$ cat config.mk
export PLATFORM = sky130hd
export DESIGN_NAME = arbitro_rr_pcie
export DESIGN_NICKNAME = d
export VERILOG_FILES = /design/src/rtl/pcie_pkg.sv /design/src/rtl/rr_prioridad4.sv /design/src/rtl/arbitro_rr_pcie.sv
export SDC_FILE = /design/constraint.sdc
export NUM_CORES = 1
export LEC_CHECK = 0
export CORE_MARGIN = 1
export CORE_UTILIZATION = 41
export DETAILED_ROUTE_END_ITERATION = 12
export GPL_ROUTABILITY_DRIVEN = 0
export GPL_TIMING_DRIVEN = 0
export HOLD_SLACK_MARGIN = 0.12
export PLACE_DENSITY = 0.87
export SLEW_MARGIN = 10
export SYNTH_ARGS = -nofsm -noshare
export SYNTH_HDL_FRONTEND = slang
export SYNTH_SLANG_ARGS = --single-unit
$ cat constraint.sdc
create_clock -name clk -period 4.6 [get_ports clk]
set_input_delay 0.92 -clock clk [delete_from_list [all_inputs] [get_ports clk]]
set_output_delay 0.92 -clock clk [all_outputs]
set_load 0.005 [all_outputs]
$ cat src/rtl/pcie_pkg.sv
// Shared constants for the round-robin PCIe virtual-channel arbiter:
// FSM state encodings, channel count and destination-field width.
package pcie_pkg;

  localparam int N_VC   = 4;
  localparam int DEST_W = 2;

  localparam logic [1:0] ST_IDLE  = 2'b00;
  localparam logic [1:0] ST_ARB   = 2'b01;
  localparam logic [1:0] ST_DRAIN = 2'b10;

  function automatic logic [N_VC-1:0] dec_onehot(input logic [DEST_W-1:0] d);
    return {{(N_VC-1){1'b0}}, 1'b1} << d;
  endfunction

endpackage

$ cat src/rtl/rr_prioridad4.sv
// Combinational 4-way rotating-priority encoder: the first request found
// scanning from i_ptr upward (mod 4) wins a one-hot grant.
module rr_prioridad4
  import pcie_pkg::*;
(
  input  logic [N_VC-1:0]   i_req,
  input  logic [DEST_W-1:0] i_ptr,
  output logic [N_VC-1:0]   o_gnt,
  output logic              o_any
);

  logic [DEST_W-1:0] w_idx;

  always_comb begin
    o_gnt = '0;
    o_any = 1'b0;
    w_idx = '0;
    for (int k = 0; k < N_VC; k++) begin
      // 2-bit addition wraps naturally past input 3 back to input 0
      w_idx = i_ptr + DEST_W'(k);
      if (i_req[w_idx] && !o_any) begin
        o_gnt[w_idx] = 1'b1;
        o_any        = 1'b1;
      end
    end
  end

endmodule

$ cat src/rtl/arbitro_rr_pcie.sv
// Round-robin scheduler from 4 FWFT input FIFOs to destination FIFOs 4..7.
// Optional per-destination push counters are built when CONTADORES_EN is defined.
module arbitro_rr_pcie
  import pcie_pkg::*;
#(
  parameter int TAMANO_DATOS = 12,
  parameter int DEST_LSB     = 8
`ifdef CONTADORES_EN
  ,
  parameter int ANCHO_CUENTA = 5
`endif
)(
  input  logic                    clk,
  input  logic                    reset_L,
  input  logic                    activo,
  input  logic [N_VC-1:0]         empty_in,
  input  logic [TAMANO_DATOS-1:0] data_in0,
  input  logic [TAMANO_DATOS-1:0] data_in1,
  input  logic [TAMANO_DATOS-1:0] data_in2,
  input  logic [TAMANO_DATOS-1:0] data_in3,
  input  logic [N_VC-1:0]         almost_full_out,
  output logic [N_VC-1:0]         pop_in,
  output logic [N_VC-1:0]         push_out,
  output logic [TAMANO_DATOS-1:0] data_out,
`ifdef CONTADORES_EN
  input  logic                    req,
  input  logic [DEST_W-1:0]       idx,
  output logic [ANCHO_CUENTA-1:0] cuenta,
  output logic                    valid_cuenta,
`endif
  output logic                    idle
);

  logic [TAMANO_DATOS-1:0] w_data [N_VC];
  logic [DEST_W-1:0]       w_dest [N_VC];
  logic [N_VC-1:0]         w_elig;
  logic [N_VC-1:0]         w_gnt;
  logic                    w_any;
  logic [DEST_W-1:0]       w_gidx;
  logic [1:0]              w_next;

  logic [N_VC-1:0]         r_push;
  logic [TAMANO_DATOS-1:0] r_data;
  logic                    r_idle;
  logic [DEST_W-1:0]       r_ptr;
  logic [1:0]              r_state;

  assign w_data[0] = data_in0;
  assign w_data[1] = data_in1;
  assign w_data[2] = data_in2;
  assign w_data[3] = data_in3;

  // A blocked head only masks its own input, so others can still be served
  always_comb begin
    for (int i = 0; i < N_VC; i++) begin
      w_dest[i] = w_data[i][DEST_LSB +: DEST_W];
      w_elig[i] = activo && !empty_in[i] && !almost_full_out[w_dest[i]];
    end
  end

  rr_prioridad4 u_prio (
    .i_req (w_elig),
    .i_ptr (r_ptr),
    .o_gnt (w_gnt),
    .o_any (w_any)
  );

  always_comb begin
    w_gidx = '0;
    for (int k = 0; k < N_VC; k++) begin
      if (w_gnt[k]) w_gidx = DEST_W'(k);
    end
  end

  always_comb begin
    w_next = r_state;
    case (r_state)
      ST_IDLE:  w_next = w_any ? ST_ARB : ST_IDLE;
      ST_ARB: begin
        if (w_any)          w_next = ST_ARB;
        else if (|r_push)   w_next = ST_DRAIN;
        else                w_next = ST_IDLE;
      end
      ST_DRAIN: w_next = w_any ? ST_ARB : ST_IDLE;
      default:  w_next = ST_IDLE;
    endcase
  end

  // Reset drops any pending push; the word was already popped upstream
  always_ff @(posedge clk) begin
    if (!reset_L) begin
      r_push  <= '0;
      r_data  <= '0;
      r_idle  <= 1'b1;
      r_ptr   <= '0;
      r_state <= ST_IDLE;
    end else begin
      r_state <= w_next;
      r_idle  <= (w_next == ST_IDLE) && (&empty_in);
      if (w_any) begin
        r_push <= dec_onehot(w_dest[w_gidx]);
        r_data <= w_data[w_gidx];
        r_ptr  <= w_gidx + 2'd1;
      end else begin
        r_push <= '0;
      end
    end
  end

  assign pop_in   = reset_L ? w_gnt : '0;
  assign push_out = r_push;
  assign data_out = r_data;
  assign idle     = r_idle;

`ifdef CONTADORES_EN
  logic [ANCHO_CUENTA-1:0] r_cnt [N_VC];
  logic [ANCHO_CUENTA-1:0] r_cuenta;
  logic                    r_valid;

  // Registered read samples the counter before this edge's increment
  always_ff @(posedge clk) begin
    if (!reset_L) begin
      for (int d = 0; d < N_VC; d++) r_cnt[d] <= '0;
      r_cuenta <= '0;
      r_valid  <= 1'b0;
    end else begin
      for (int d = 0; d < N_VC; d++) begin
        if (r_push[d]) r_cnt[d] <= r_cnt[d] + 1'b1;
      end
      r_valid  <= req;
      r_cuenta <= req ? r_cnt[idx] : '0;
    end
  end

  assign cuenta       = r_cuenta;
  assign valid_cuenta = r_valid;
`endif

endmodule
==> results of run 1 <==
## synth_stat cells, types with 2 or more instances
cell and count:
o221a_2 2, o21bai_1 2, a21oi_1 7, buf_2 3
a41oi_1 2, o21ai_0 3, nor2_1 21, dfxtp_1 21
o32a_1 2, clkbuf_1 6, ha_1 7, or3b_1 2
nor3_1 3, mux2i_1 5, o22ai_1 2, a21boi_0 4
a32oi_1 12, a211oi_1 3, inv_1 16, a31oi_1 2
or3_1 2, nor2b_1 2, o221ai_1 12, or4_4 2
mux2_2 4, a221oi_1 6, and3_1 4, nand2_1 8
nand3b_1 2, nand3_1 6, and2_1 4, a22o_1 3
o2111ai_1 10, o311ai_0 2
## kinds of logic after synthesis
logic type / share of synthesized area [%]
AOI/OAI and AO/OA: 39.35
adders and majority gates: 5.158
buffers and inverters: 5.748
DFF: 24.76
muxes: 5.601
and+or+nand+nor: 19.38
## per-stage QoR
stage	instance area, um^2	cells	worst slack [ps]
floorplan	1698	206	676.6
global placement	2551	335	-746.3
detailed placement	2551	335	-852.6
CTS	2895	349	-61.11
global route	3014	354	-70.02
finish	3014	354	11.75
## power by group through the flow
| stage | sequential (mW) | clock [mW] | combinational (mW) |
|---|---|---|---|
| global placement | 0.287 | 0 | 0.659 |
| detailed placement | 0.290 | 0 | 0.674 |
| CTS | 0.290 | 0.127 | 0.807 |
| finish | 0.296 | 0.128 | 0.915 |
| global route | 0.303 | 0.139 | 0.976 |
| floorplan | 0.289 | 0 | 0.385 |
## how the worst max path moves through the flow
stage	slack (ps)	from	endpoint	cells past startpoint
after floorplan	680	data_in2[9]	pop_in[3]	9
after global placement	-750	data_in2[9]	pop_in[3]	11
after detailed placement	-850	data_in2[9]	pop_in[3]	11
after CTS	-60	empty_in[1]	pop_in[3]	11
after global routing	-70	r_ptr[1]$_SDFFE_PN0P_	pop_in[0]	10
final	10	data_in3[9]	pop_in[0]	12
## sequential cells by signal, indices dropped and copies added, names as in the netlist
signal and flops:
idle 1, data_out 12, r_state 2, push_out 4
r_ptr 2
## layout by cell type, fill, tap and decap left out, types with 3 or more instances in the layout
| cell | count |
|---|---|
| a32oi_1 | 10 |
| dfxtp_1 | 20 |
| o221ai_1 | 10 |
| nand2_1 | 8 |
| nand3_1 | 4 |
| mux2i_2 | 4 |
| a22o_1 | 3 |
| nor2_1 | 18 |
| a21boi_0 | 3 |
| o2111ai_1 | 10 |
| clkbuf_1 | 4 |
| clkbuf_8 | 5 |
| a221oi_4 | 4 |
| and2_1 | 3 |
| clkdlybuf4s50_1 | 61 |
| buf_4 | 16 |
| inv_1 | 16 |
| a211oi_1 | 3 |
| dlygate4sd2_1 | 15 |
| ha_1 | 7 |
| and3_1 | 4 |
| a21oi_1 | 7 |
| mux2_2 | 4 |
## repair_timing
item / CTS / global route
hold buffers: 0 / 0
setup endpoints to repair: 4 / 3
gates cloned: 0 / 0
setup buffers: 11 / 5
gates resized for setup: 65 / 14
pin swaps: 6 / 4
## area by class of cell
cell class	count	area, um^2	area share (%)
inverter	16	60.06	1.993
buffer	8	58.81	1.951
tap	50	62.56	2.076
clock buffer	3	41.29	1.370
multi-input combinational	160	1466	48.65
timing repair buffer	95	898.4	29.80
sequential	21	421.7	13.99
clock inverter	1	5.005	0.1660
## critical path, stage by stage
cell and delay, ps:
dlygate4sd2_1 300, mux2i_2 200, buf_4 170, a221oi_4 380, nor3_4 90, buf_4 160
a221oi_4 370, buf_4 180, a22o_1 140, a31oi_1 50, a21oi_1 180, clkdlybuf4s50_1 530
## per-layer routing
layer | wire length [um] | GRT usage [%]
met1 | 2865 | 37.40
met2 | 3776 | 52.93
met3 | 544 | 6.897
met4 | 391 | 20.48
met5 | 0 | 0
==> impl_results.md, run 1 <==
* Antenna diodes at 0
* Mapped Avg Cell Area at around 8.2 um^2
* Initial DRC Count at roughly 220
* DRC at 0
* YS warnings at 0
* Reg2reg path depth at 12
* Hold endpoint: r_state[0]$_SDFF_PN0_
* Critical Path Start Type: input pin
* Largest net degree at the start of global routing at 19
* Total negative slack at 0 ps
* WL/cell at between 20 and 25 um
* Routed vias/inst at roughly 6.7
* CTS tree: built
* Die W at 66.35 um
* Htree depth at 1
* Layout cells sized above 1 at approximately a fifth
* Number of detailed-route iterations in the first pass at 5
* Post-Syn Instances at just over 200
* Fillers at between 200 and 300
* FMAX at about 0.22 GHz
* Syn_nets at 272
* CTS clk-pin slew, worst paths at ~80 ps
* Top Ports at 80
* Clk root buf: clkbuf_8
* Core Box Area at 0.004000 mm^2
* Switching Power at around 590 uW
* Combinational fraction of design power at 68.3%
* Antenna viol nets, final at 0
* WS Path Type: in2out
* Final hold violation count at 0
* Number of max-cap violations at 0
* Flop2flop setup slack at slightly below 800 ps
* Slew Limit Fails at 0
* Sequential element share of the synthesized area at around a quarter
* FFs w/ async S/R, synth at 0%
* Setup-failing EPs final at 0
* First-pass GRT wire length at around 11000 um
* WHS Path Cells at 1
* Measured slew at the worst slew-check pin at 550.1 ps
* Setup Skew at between 7 and 8 ps
* Final min period at roughly 4600 ps
* Area leader, netlist: dfxtp_1
* Status: completed
* Synth top area cells: dfxtp_1 (25%), a32oi_1 (6.2%), o221ai_1 (6.2%)
* Critical Path RT at about 3700 ps
* Hold Path Class: reg2reg
* PnR Total Power at between 1 and 1.5 mW
* Clock buffer depth at 2
* Via count at about 2400
* Overall Global Routing Usage at around a third
* Final WL at between 7000 and 8000 um
* # rows at 23
* Switching Share at between 40 and 50%
* P per Cell Area at roughly 440 mW/mm^2
* Cell Int Power at approximately 750 uW
* Arrival @ worst endpoint at between 3000 and 4000 ps
* Synth top area share at 24.76%
* Max-slew headroom at a little over three fifths
* VDD IR max at ~0.24 mV
* Static leakage at between 1 and 1.5 nW
* Die area at roughly 0.0044 mm^2
* Worst Path Max Fanout at 3
* Die height at 66.35 um
* Final Core Density at around three quarters
* Total CTS buffers at 3
* FF-to-FF End: push_out[0]$_SDFF_PP0_
* Critical R2R Launch: r_ptr[1]$_SDFFE_PN0P_
* Area growth syn-to-layout at 77.52%
* Yosys reg bits at 21
* Final nets at around 370
* Count of cell types in the netlist at 48
* DP HPWL at around 4500 um
* Initial antenna violation count at 0
* Clk network pwr share at 9.6%
* Main flop type after synthesis: dfxtp_1
* Final hold slack at 449.2 ps
* Synthesized area at around 0.0017 mm^2
* Final worst path period share at about 100%
* Vias in the first global route at between 2000 and 2500
* Congestion Overflow GR at 0
* EDFF count, synth at 0
* Worst-skew pair later-pin latency at around 270 ps
* Port buffer count at between 70 and 80
* Hold path start: r_state[0]$_SDFF_PN0_
* Sequential power share at 22.1%
* Starting Density at a little over two fifths
* CTS sink cnt at 21
* Crit. End Element: output port
Note: power is estimated with default switching activity, not from simulation.
==> run 2, diff against run 1 <==
--- a/config.mk
+++ b/config.mk
@@ -5,13 +5,14 @@
 export SDC_FILE = /design/constraint.sdc
 export NUM_CORES = 1
 export LEC_CHECK = 0
-export CORE_MARGIN = 1
+export CORE_MARGIN = 5
 export CORE_UTILIZATION = 41
 export DETAILED_ROUTE_END_ITERATION = 12
 export GPL_ROUTABILITY_DRIVEN = 0
 export GPL_TIMING_DRIVEN = 0
 export HOLD_SLACK_MARGIN = 0.12
 export PLACE_DENSITY = 0.87
+export REMOVE_ABC_BUFFERS = 1
 export SLEW_MARGIN = 10
 export SYNTH_ARGS = -nofsm -noshare
 export SYNTH_HDL_FRONTEND = slang
==> run 2 against run 1 <==
Maximum frequency up 0.82%. Sequential cell count unchanged. Register-to-register slack better by 130 ps. Wire length down 9.5%. Die area up 26%. Largest cell class unchanged.
==> impl_results.md, run 2 (synthesis results as in run 1) <==
* Die W at 74.35 um (+12%)
* Slew Limit Fails at 0 (unchanged)
* CP max stage delay at 540 ps (about the same)
* Clk root buf: clkbuf_8
* Starting Density at 42.45% (unchanged)
* Antenna diodes at 0 (unchanged)
* VDD IR max at 0.2181 mV (-7.9%)
* Congestion Overflow GR at 0 (unchanged)
* Critical Path RT at 3680 ps (about the same)
* Fin area at 0.002915 mm^2 (-3.3%)
* Port buffer count at 79 (unchanged)
* Final nets at 359 (-3.2%)
* Reg2reg path depth at 10 (-2)
* WS Path Type: in2out
* Layout cells sized above 1 at 19.18% (-1.9 points)
* Clock buffer depth at 2 (unchanged)
* Initial antenna violation count at 0 (unchanged)
* P per Cell Area at 426.1 mW/mm^2 (-4.0%)
* Hold path start: r_state[0]$_SDFF_PN0_
* Critical R2R Launch: r_ptr[1]$_SDFFE_PN0P_
* Overall Global Routing Usage at 22.14% (-10 points)
* Via count at 2158 (-9.6%)
* Measured slew at the worst slew-check pin at 895.8 ps (+345.7 ps)
* Final WL at 6859 um (-9.5%)
* CTS clk-pin slew, worst paths at 70 ps (about the same)
* Hold buffers post-CTS at 0 (unchanged)
* Setup-failing EPs final at 0 (unchanged)
* Status: completed
* Static leakage at 1.150 nW (-1.2%)
* CTS sink cnt at 21 (unchanged)
* First-pass GRT wire length at 9646 um (-8.6%)
* FF-to-FF End: data_out[7]$_SDFFE_PN0P_
* PnR Total Power at 1.242 mW (-7.2%)
* Antenna viol nets, final at 0 (unchanged)
* CTS tree: built
* WL/cell at 20.06 um (-6.3%)
* Number of detailed-route iterations in the first pass at 5 (unchanged)
* Most frequent cells in the layout: clkdlybuf4s50_1 (65), dfxtp_1 (20), nor2_1 (18), inv_1 (16), buf_4 (12)
* Htree depth at 1 (unchanged)
* Die height at 74.35 um (+12%)
* Dpl cell area at 0.002514 mm^2 (-1.5%)
* Hold endpoint: r_state[0]$_SDFF_PN0_
* Vias in the first global route at 1969 (-9.9%)
* Max-slew headroom at 40.06% (-23 points)
* Area growth syn-to-layout at 71.70%
* FMAX at 0.2197 GHz (+0.82%)
* Final Core Density at 72.88% (-2.5 points)
* Setup Skew at 2.302 ps (-5.508 ps)
* Die area at 0.005528 mm^2 (+26%)
* Worst-skew pair later-pin latency at 260 ps (about the same)
* Largest net degree at the start of global routing at 18 (-1)
* Flop2flop setup slack at 920 ps (+130 ps)
* Number of max-cap violations at 0 (unchanged)
* Routed vias/inst at 6.310 (-6.4%)
* Total CTS buffers at 3 (unchanged)
* Final worst path period share at 98.93% (-0.81 points)
* Crit. End Element: output port
* Commonest non-fill, non-tap cell in the layout: clkdlybuf4s50_1
* Arrival @ worst endpoint at 3630 ps (-40 ps)
* DRC at 0 (unchanged)
* Worst Path Max Fanout at 4 (+1)
* Top Ports at 80 (unchanged)
* Final hold violation count at 0 (unchanged)
* Crit-path cells: clkdlybuf4s15_1, mux2i_2, a221oi_2, or4_4, a221oi_4, buf_4, a32oi_4, and2_4, nor2_1, clkdlybuf4s50_1
* Initial DRC Count at 176 (-19%)
* Inst Count DP at 326 (-2.7%)
* Hold Path Class: reg2reg
* Flip-flop count of the largest register after layout at 12 (unchanged)
* # rows at 23 (unchanged)
* Critical Path Start Type: input pin
* WHS Path Cells at 1 (unchanged)
* Final min period at 4551 ps (-37.46 ps)
* Core Box Area at 0.004000 mm^2 (unchanged)
* Slowest cell on crit path: or4_4
* DP HPWL at 4673 um (+3.5%)
* Fillers at 275 (+3.4%)
* Layout Cells excl Fill at 342 (-3.4%)
## run 2: cell count changes in the layout (fill, tap and decap cells not counted), moves of 2 or more
cell	before	now
o221ai_4	2	0
clkdlybuf4s50_1	61	65
dlymetal6s2s_1	2	10
nor3_2	0	2
clkbuf_8	5	3
buf_4	16	12
mux2i_4	1	4
o221ai_2	0	2
clkbuf_1	4	0
dlygate4sd2_1	15	2
mux2i_2	4	1
nor3_4	2	0
## run 2: area by class of cell
type	count	area (um^2)	area share [%]
inverters	16	60.06	2.060
repair buffers	91	898.4	30.82
clock buffers	3	41.29	1.416
multi-input cells	160	1426	48.93
flip-flops and latches	21	421.7	14.46
well taps	50	62.56	2.146
clock inverters	1	5.005	0.1717
## run 2: stage by stage
stage                     hold WS [ps]  TNS [ps]  worst slack (ps)
after floorplan                  399.1         0             747.2
after global placement           408.0     -3197            -682.5
after detailed placement         420.5     -4281            -771.0
after CTS                        431.5    -113.0            -42.21
after global routing             447.8    -86.40            -42.38
final                            427.7         0             49.22
## run 2: metal layers
metal | part of all wire (%) | track usage [%] | up-vias | wire length (um)
li1 | - | - | 1015 | -
met1 | 39 | 28.47 | 1017 | 2685
met2 | 52 | 39.07 | 107 | 3571
met3 | 6.2 | 3.108 | 19 | 423
met4 | 2.6 | 5.336 | 0 | 178
met5 | 0 | 0 | - | 0
## run 2: repair_timing
item | 4_1_cts | 5_1_grt
pin swaps | 5 | 5
endpoints found under the setup margin | 4 | 4
resized for setup | 31 | 35
buffers inserted | 8 | 4
## run 2: how the worst max path moves through the flow
stage | depth (start not counted) | endpoint | from
3_5_place_dp | 9 | pop_in[3] | data_in2[9]
4_1_cts | 9 | pop_in[0] | data_in0[8]
5_1_grt | 9 | pop_in[1] | empty_in[3]
3_3_place_gp | 9 | pop_in[3] | data_in2[9]
6_report | 10 | pop_in[1] | data_in2[9]
2_1_floorplan | 7 | pop_in[3] | data_in2[9]
## run 2: where the power goes
| group | switching [mW] | internal (mW) |
|---|---|---|
| clock network | 0.0585 | 0.0603 |
| logic | 0.431 | 0.399 |
| registers | 0.0482 | 0.245 |
## run 2: critical path, delay by kind of cell
kind / cells / cell delay (ps)
muxes: 1 / 330
buffers and inverters: 3 / 1030
and+or+nand+nor: 3 / 780
AOI/OAI and AO/OA: 3 / 570
